[src/rtl/uart_pkg.sv]
// Shared UART encodings and receiver state set; one config register drives both TX framer and RX deframer.
// No logic here: constants and types only.
// No flow control involved.
package uart_pkg;

    localparam int DEFAULT_OVERSAMPLE = 16;

    localparam logic [1:0] PAR_NONE = 2'b00;
    localparam logic [1:0] PAR_ODD  = 2'b01;
    localparam logic [1:0] PAR_EVEN = 2'b10;

    localparam logic DL_7   = 1'b0;
    localparam logic DL_8   = 1'b1;
    localparam logic STOP_1 = 1'b0;
    localparam logic STOP_2 = 1'b1;

    typedef enum logic [2:0] {
        IDLE,
        START,
        DATA,
        PARITY,
        STOP1,
        STOP2,
        WAIT_HIGH
    } rx_state_t;

endpackage

[src/rtl/uart_rx_sync.sv]
// Two-flop synchronizer for the asynchronous serial line; resets to the idle (high) level.
// Latency: 2 clk.
// Backpressure: none.
module uart_rx_sync (
    input  logic clk,
    input  logic rst,
    input  logic rx_in,
    output logic rx_s
);

    logic rx_meta;

    always_ff @(posedge clk) begin
        if (rst) begin
            rx_meta <= 1'b1;
            rx_s    <= 1'b1;
        end else begin
            rx_meta <= rx_in;
            rx_s    <= rx_meta;
        end
    end

endmodule

[src/rtl/uart_deframer.sv]
// UART receiver: oversampled start detect, mid-bit sampling, parity/stop checks, one-clk valid strobe.
// Latency: (1 + data + parity + stop - 0.5) bit periods after the start edge, plus 2 clk sync.
// Backpressure: none; a later frame overwrites data_out at its completion.
module uart_deframer
    import uart_pkg::*;
#(
    parameter int OVERSAMPLE = DEFAULT_OVERSAMPLE
) (
    input  logic       clk,
    input  logic       rst,
    input  logic       baud_tick,
    input  logic       rx_in,
    input  logic       data_length,
    input  logic [1:0] parity_type,
    input  logic       stop_bits,
    output logic [7:0] data_out,
    output logic       data_valid,
    output logic       parity_error,
    output logic       frame_error,
    output logic       busy
);

    localparam int CW = $clog2(OVERSAMPLE);
    localparam logic [CW-1:0] MID_CNT = CW'(OVERSAMPLE / 2 - 1);
    localparam logic [CW-1:0] BIT_CNT = CW'(OVERSAMPLE - 1);
    localparam logic [CW-1:0] CNT_ONE = CW'(1);

    logic            rx_s;
    rx_state_t       state;
    logic [CW-1:0]   tick_cnt;
    logic [2:0]      bit_idx;
    logic [7:0]      shreg;
    logic            cfg_len;
    logic [1:0]      cfg_par;
    logic            cfg_stop;
    logic            perr;
    logic            ferr;

    logic            bit_done;
    logic            par_en;
    logic [2:0]      last_idx;
    logic            ones_odd;
    logic            ferr_next;

    uart_rx_sync u_sync (
        .clk   (clk),
        .rst   (rst),
        .rx_in (rx_in),
        .rx_s  (rx_s)
    );

    assign bit_done  = (tick_cnt == BIT_CNT);
    assign par_en    = (cfg_par == PAR_ODD) || (cfg_par == PAR_EVEN);
    assign last_idx  = (cfg_len == DL_8) ? 3'd7 : 3'd6;
    // shreg[7] is cleared at frame start, so in 7-bit mode it adds nothing to the XOR
    assign ones_odd  = (^shreg) ^ rx_s;
    assign ferr_next = ferr | ~rx_s;

    always_ff @(posedge clk) begin
        if (rst) begin
            state        <= IDLE;
            tick_cnt     <= '0;
            bit_idx      <= '0;
            shreg        <= '0;
            cfg_len      <= DL_8;
            cfg_par      <= PAR_NONE;
            cfg_stop     <= STOP_1;
            perr         <= 1'b0;
            ferr         <= 1'b0;
            data_out     <= '0;
            data_valid   <= 1'b0;
            parity_error <= 1'b0;
            frame_error  <= 1'b0;
            busy         <= 1'b0;
        end else begin
            data_valid <= 1'b0;
            if (baud_tick) begin
                case (state)
                    IDLE: begin
                        if (!rx_s) begin
                            state    <= START;
                            tick_cnt <= '0;
                            busy     <= 1'b1;
                            cfg_len  <= data_length;
                            cfg_par  <= parity_type;
                            cfg_stop <= stop_bits;
                            shreg    <= '0;
                            perr     <= 1'b0;
                            ferr     <= 1'b0;
                        end
                    end
                    START: begin
                        if (tick_cnt == MID_CNT) begin
                            if (rx_s) begin
                                state <= IDLE;
                                busy  <= 1'b0;
                            end else begin
                                state    <= DATA;
                                tick_cnt <= '0;
                                bit_idx  <= '0;
                            end
                        end else begin
                            tick_cnt <= tick_cnt + CNT_ONE;
                        end
                    end
                    DATA: begin
                        if (bit_done) begin
                            tick_cnt       <= '0;
                            shreg[bit_idx] <= rx_s;
                            if (bit_idx == last_idx) begin
                                state <= par_en ? PARITY : STOP1;
                            end else begin
                                bit_idx <= bit_idx + 3'd1;
                            end
                        end else begin
                            tick_cnt <= tick_cnt + CNT_ONE;
                        end
                    end
                    PARITY: begin
                        if (bit_done) begin
                            tick_cnt <= '0;
                            perr     <= (cfg_par == PAR_ODD) ? ~ones_odd : ones_odd;
                            state    <= STOP1;
                        end else begin
                            tick_cnt <= tick_cnt + CNT_ONE;
                        end
                    end
                    STOP1, STOP2: begin
                        if (bit_done) begin
                            tick_cnt <= '0;
                            if (state == STOP1 && cfg_stop == STOP_2) begin
                                ferr  <= ferr_next;
                                state <= STOP2;
                            end else begin
                                // Returning to IDLE at mid-stop lets a back-to-back start edge be caught
                                data_out     <= (cfg_len == DL_8) ? shreg : {1'b0, shreg[6:0]};
                                parity_error <= perr;
                                frame_error  <= ferr_next;
                                data_valid   <= 1'b1;
                                busy         <= 1'b0;
                                state        <= ferr_next ? WAIT_HIGH : IDLE;
                            end
                        end else begin
                            tick_cnt <= tick_cnt + CNT_ONE;
                        end
                    end
                    WAIT_HIGH: begin
                        if (rx_s) begin
                            state <= IDLE;
                        end
                    end
                    default: begin
                        state <= IDLE;
                        busy  <= 1'b0;
                    end
                endcase
            end
        end
    end

endmodule

[config.mk]
export PLATFORM = sky130hd
export DESIGN_NAME = uart_deframer
export DESIGN_NICKNAME = d
export VERILOG_FILES = /design/src/rtl/uart_pkg.sv /design/src/rtl/uart_rx_sync.sv /design/src/rtl/uart_deframer.sv
export SDC_FILE = /design/constraint.sdc
export NUM_CORES = 1
export LEC_CHECK = 0
export CORE_ASPECT_RATIO = 0.5
export CORE_MARGIN = 5
export CORE_UTILIZATION = 59
export CTS_BUF_LIST = sky130_fd_sc_hd__clkbuf_8
export DETAILED_ROUTE_END_ITERATION = 16
export PLACE_DENSITY = 0.9
export RECOVER_POWER = 50
export SLEW_MARGIN = 20
export SYNTH_ARGS = -nofsm -noshare
export SYNTH_HDL_FRONTEND = slang
export SYNTH_HIERARCHICAL = 1
export SYNTH_SLANG_ARGS = --single-unit
[constraint.sdc]
create_clock -name clk -period 2.2 [get_ports clk]
set_input_delay 0.33 -clock clk [delete_from_list [all_inputs] [get_ports clk]]
set_output_delay 0.33 -clock clk [all_outputs]
set_load 0.005 [all_outputs]
* After elaboration in Yosys (flattened, before gate mapping) *
Index checks and enable logic that the tools add are counted.

cells by class
  add/subtract/negate cells = 2
  eq/ne operators = 23
  reduce and logical (&&, ||, !) cells = 23
  magnitude comparators = 2
  mux-type cells = 43
  bitwise operators = 9

operators with widths
  operator                                                                count
  3-bit two-way mux                                                       14
  8-bit two-way mux                                                       3
  2-bit inequality test (second input constant)                           10
  3-bit case mux with 6 select lines                                      1
  8-bit case mux with 2 select lines                                      1
  1-bit two-way mux                                                       13
  4-bit two-way mux                                                       3
  4-bit case mux with 3 select lines                                      1
  4-bit AND reduction                                                     3
  3-bit equality test (second input constant)                             3
  8-bit bitwise mux                                                       1
  8-bit AND reduction                                                     1
  2-bit nonzero test                                                      4
  4-bit OR reduction                                                      2
  8-bit XOR reduction                                                     1
  1-bit inverter                                                          7
  7-bit AND reduction                                                     1
  3-bit by 2-bit equality test with 1-bit output (second input constant)  2
  3-bit case mux with 2 select lines                                      1
  6-bit AND reduction                                                     1
  5-bit AND reduction                                                     1
  4-bit by 1-bit adder with 4-bit output (second input constant)          1
  4-bit by 3-bit equality test with 1-bit output (second input constant)  1
  4-bit equality test (second input constant)                             1
  other kinds (22)                                                        25

word-level totals
  register bits = 38
  word-level logic and storage cells = 118
  output and inout port bits = 12
  bits of input ports = 8

* Depth between registers and ports, before layout *
  depth in word-level cells = 7
  mapped depth = 7
  gate-level depth less buffers = 7

* Hierarchy *
Netlist, hierarchy kept.

modules (own cells, without submodules)
  module         sequential area each (µm²)  instances  area an instance (µm²)  cells each
  uart_deframer  720.7                       1          1971.9                  243
  uart_rx_sync   40.0                        1          52.6                    4

* Worst setup path after synthesis *
Ideal clock, no wire load.

  kind = register -> register
  start point = reg tick_cnt[0]
  end point = reg state[2]
  cell stages (with the launch flop) = 8
  required time = 2129 ps
  library setup time = 71 ps
  slack = 408 ps
  path buffers = 1
  clock period less this slack = 1792 ps
  arrival = 1722 ps
  cells stage by stage = dfxtp_1 -> ha_1 -> and3_1 -> clkbuf_1 -> o32a_1 -> nand4b_1 -> or3_1 -> a21oi_1

on the way
  longest elaborated chain between the ends = 3
  elaborated cells on any way between the ends = 7
  classes of those cells = eq/ne (6); reduce/logical (1)

ends and longest elaborated chain
  element                                                                                       RTL line                                  source
  start, declared                                                                               uart_deframer.sv:30                       logic [CW-1:0] tick_cnt;
  start signal, assigned                                                                        uart_deframer.sv:103                      tick_cnt <= tick_cnt + CNT_ONE;
  start signal, assigned                                                                        uart_deframer.sv:116                      tick_cnt <= tick_cnt + CNT_ONE;
  start signal, assigned                                                                        uart_deframer.sv:125                      tick_cnt <= tick_cnt + CNT_ONE;
  4-bit equality test / 4-bit by 3-bit equality test with 1-bit output (equally long branches)  uart_deframer.sv:52, uart_deframer.sv:93
  2-bit inequality test (no source line)                                                        -
  8-bit AND reduction (no source line) (*)                                                      -
  end signal, assigned                                                                          uart_deframer.sv:111                      state <= par_en ? PARITY : STOP1;
  end signal, assigned                                                                          uart_deframer.sv:141                      state <= ferr_next ? WAIT_HIGH : IDLE;
  end, declared                                                                                 uart_deframer.sv:29                       rx_state_t state;

Mark *: on every way between the ends. The rest lies on a longest branch, timed or not.
A chain may end at the register's enable or synchronous reset.

* Worst setup path in the final report *
  start point = reg state[2]
  end point = reg state[2]

on the way
  longest elaborated chain between the ends = 5
  elaborated cells on any way between the ends = 20
  classes of those cells = eq/ne (13); mux (3); reduce/logical (4)

ends and longest elaborated chain
  element                             RTL line                                   source
  3-bit equality test                 uart_deframer.sv:78, uart_deframer.sv:131
  1-bit logical AND                   uart_deframer.sv:131                       if (state == STOP1 && cfg_stop == STOP_2) begin
  3-bit two-way mux                   uart_deframer.sv:131
  3-bit two-way mux                   uart_deframer.sv:129                       if (bit_done) begin
  3-bit case mux with 6 select lines  uart_deframer.sv:78                        case (state)

Parallel ways exist; a longest one is shown, timed or not. The select of a mux whose other input is x is not followed.

==> impl_metrics.env <==
export IMPL_cts_resized=0
export IMPL_synth_fa_ha_area_frac=0.0185
export IMPL_fin_skew_ns=0.00709
export IMPL_fin_util=0.706
export IMPL_die_area_mm2=0.00477
export IMPL_cp_depth=6
export IMPL_cts_sinks=38
export IMPL_synthMuxAreaShare=0.0593
export IMPL_cts_setup_buffers=0
export IMPL_ys_ff_latch=38
export IMPL_grt_pass1_vias=1803
export IMPL_hold_violations=0
export IMPL_grt_pass1_wl_um=8430
export IMPL_slew_headroom=0.200
export IMPL_drtPass1Iterations=5
export IMPL_post_synth_cell_area_avg_um2=8.20
export IMPL_cts_tree="built"
export IMPL_peakVddDrop_uv=337
export IMPL_synth_top_family_by_area="simple AND/OR/NAND/NOR gates"
export IMPL_layout_cells_non_filler=307
export IMPL_die_h_um=51.4
export IMPL_synthArstFlopShare=0
export IMPL_rows=15
export IMPL_fin_crit_ns=2.02
export IMPL_antennaDiodeCount=0
export IMPL_drive_gt1_frac=0.0868
export IMPL_worstHoldPathCells=1
export IMPL_regArea_um2=761
export IMPL_multi_input_area_mm2=0.00117
export IMPL_hp_start="u_sync/rx_meta$_SDFF_PP1_"
export IMPL_crit_buf_inv=1
export IMPL_synth_warnings=6
export IMPL_r2r_cells=6
export IMPL_die_w_um=92.8
export IMPL_htree_levels=2
export IMPL_fin_nets=276
export IMPL_antenna_found_initial=0
export IMPL_final_cell_mix="dfxtp_1 (38), nand2_1 (29), nor2_1 (24)"
export IMPL_synth_compound_area_frac=0.200
export IMPL_crit_arrival_ns=2.23
export IMPL_synth_main_ff_cell="dfxtp_1"
export IMPL_gp_congestion=0.893
export IMPL_synth_xor_area_frac=0.0562
export IMPL_final_common_cell="dfxtp_1"
export IMPL_cts_buffers=5
export IMPL_synth_edff_count=0
export IMPL_cap_violations=0
export IMPL_clock_root_buffer="clkbuf_8"
export IMPL_synthCells=247
export IMPL_syn_cell_area_mm2=0.00202
export IMPL_hp_class="flip-flop to flip-flop"
export IMPL_wl_per_cell_um=16.1
export IMPL_finalMaxSlewViolations=0
export IMPL_gr_total_overflow=0
export IMPL_nFillCells=263
export IMPL_yosys_area_top_type="dfxtp_1"
export IMPL_synthTopCellsByArea="dfxtp_1 (38%), mux2i_1 (5.9%), nand2_1 (5.4%), a21oi_1 (5.2%), xnor2_1 (4.8%)"
export IMPL_slowest_stage="or3_1"
export IMPL_grt_usage=0.228
export IMPL_critPathMaxStageDelay_ns=0.41
export IMPL_postCtsHoldBufs=0
export IMPL_portBuffers=19
export IMPL_status="finished, final reports clean"
export IMPL_cp_startpoint="state[2]$_SDFFE_PP0P_"
export IMPL_power_leakage_nw=0.970
export IMPL_clock_latency_ns=0.30
export IMPL_antenna_left=0
export IMPL_yosysSeqAreaShare=0.376
export IMPL_via_per_inst=6.12
export IMPL_syn_nets=258
export IMPL_rsz0062_at_grt="no"
export IMPL_initial_utilization=0.603
export IMPL_drtIter0Drc=320
export IMPL_yosys_area_share_simple=0.245
export IMPL_grt_max_degree=28
export IMPL_tightest_slew_ns=1.20
export IMPL_synth_cell_types=52
export IMPL_placed_cells=300
export IMPL_critical_path_class="flip-flop to flip-flop"
export IMPL_required_ns=2.41
export IMPL_path_cells="clkbuf_2 > or3b_2 > o21a_1 > nand4b_1 > or3_1 > a21oi_1"
export IMPL_whs_ns=0.411
export IMPL_placed_area_mm2=0.00227
export IMPL_path_max_fanout=19
export IMPL_power_density_mw_per_mm2=591
export IMPL_finalSetupViolCount=0
export IMPL_place_hpwl_um=3480
export IMPL_core_region_area_mm2=0.00336
export IMPL_endpoint_kind="flip-flop"
export IMPL_io_pins=20
export IMPL_area_growth_pct=17.1
export IMPL_rr_startpoint="state[2]$_SDFFE_PP0P_"
export IMPL_drc=0
export IMPL_post_synth_top_area_fraction=0.376
export IMPL_finalSetupTns_ns=0
export IMPL_finalCritPeriodShare=0.918
export IMPL_maxClockFrequency_mhz=495
export IMPL_path_clk_slew_ns=0.08
export IMPL_cts_buffer_depth=2
export IMPL_num_vias=1880
export IMPL_cp_start_kind="flip-flop"
export IMPL_fin_area_mm2=0.00237
export IMPL_wirelength_um=4950
export IMPL_crit_family="simple AND/OR/NAND/NOR gates"
## final timing paths
path / slack (ns) / to
hold / removal: 0.41 / u_sync/rx_s$_SDFF_PP1_
setup / recovery: 0.18 / state[2]$_SDFFE_PP0P_
hold reg to reg: 0.41 / u_sync/rx_s$_SDFF_PP1_
setup reg to reg: 0.18 / state[2]$_SDFFE_PP0P_
## per-stage QoR
stage	total power, mW	setup slack, ns
6_report	1.40	0.180
5_1_grt	1.44	0.0533
2_1_floorplan	0.768	0.408
3_3_place_gp	0.800	0.338
3_5_place_dp	0.803	0.231
4_1_cts	1.40	0.212
## power breakdown
group,internal (mW),switching (mW),total [mW]
Combinational,0.0381,0.0499,0.0879
Sequential,0.693,0.00679,0.700
Clock,0.363,0.250,0.613
Total,1.09,0.307,1.40
## sequential cells by signal (all words and copies together), names as in the netlist, 2 cells and up
signal	count
shreg	8
state	3
cfg_par	2
bit_idx	3
data_out	8
tick_cnt	4
## logic make-up (layout without fill, tap and decap cells)
logic type,after synthesis,in the layout
xor+xnor,13,13
buf+inv,23,41
compound gates,60,60
fa+ha+maj,3,3
flops,38,38
mux,12,12
simple gates,98,98
## layout make-up
class | instances | share of cell area
tap | 42 | 0.0222
inverter | 5 | 0.00792
timing repair buffer | 29 | 0.108
clock buffer | 6 | 0.0348
clock inverter | 1 | 0.0127
sequential | 38 | 0.321
multi-input combinational | 186 | 0.494
## cell usage after synthesis (2+ instances only)
cell      count
nand3b_1      3
or3_1         3
or2_2         3
or2_1         2
o21ai_0      13
nand2_1      29
ha_1          3
clkbuf_1     15
xor2_1        2
o22ai_1       2
a21o_1        2
and3_1        3
nand4_1       2
a21oi_1      21
nor3_1        4
xnor2_1      11
mux2i_1      12
nor2_1       24
nand2b_1      4
o211ai_1      4
nand3_1       6
buf_2         2
dfxtp_1      38
inv_1         5
nor2b_1       4
a32o_1        3
o221ai_1      2
## routing by layer
layer / routed length (µm) / up-vias / track usage / share of wire
met4: 129 / 0 / 0.109 / 0.026
li1: - / 906 / - / -
met5: 0 / - / 0 / 0
met2: 2240 / 95 / 0.367 / 0.45
met3: 419 / 18 / 0.0603 / 0.085
met1: 2160 / 861 / 0.286 / 0.44
Power figures use the tool's default switching activity.
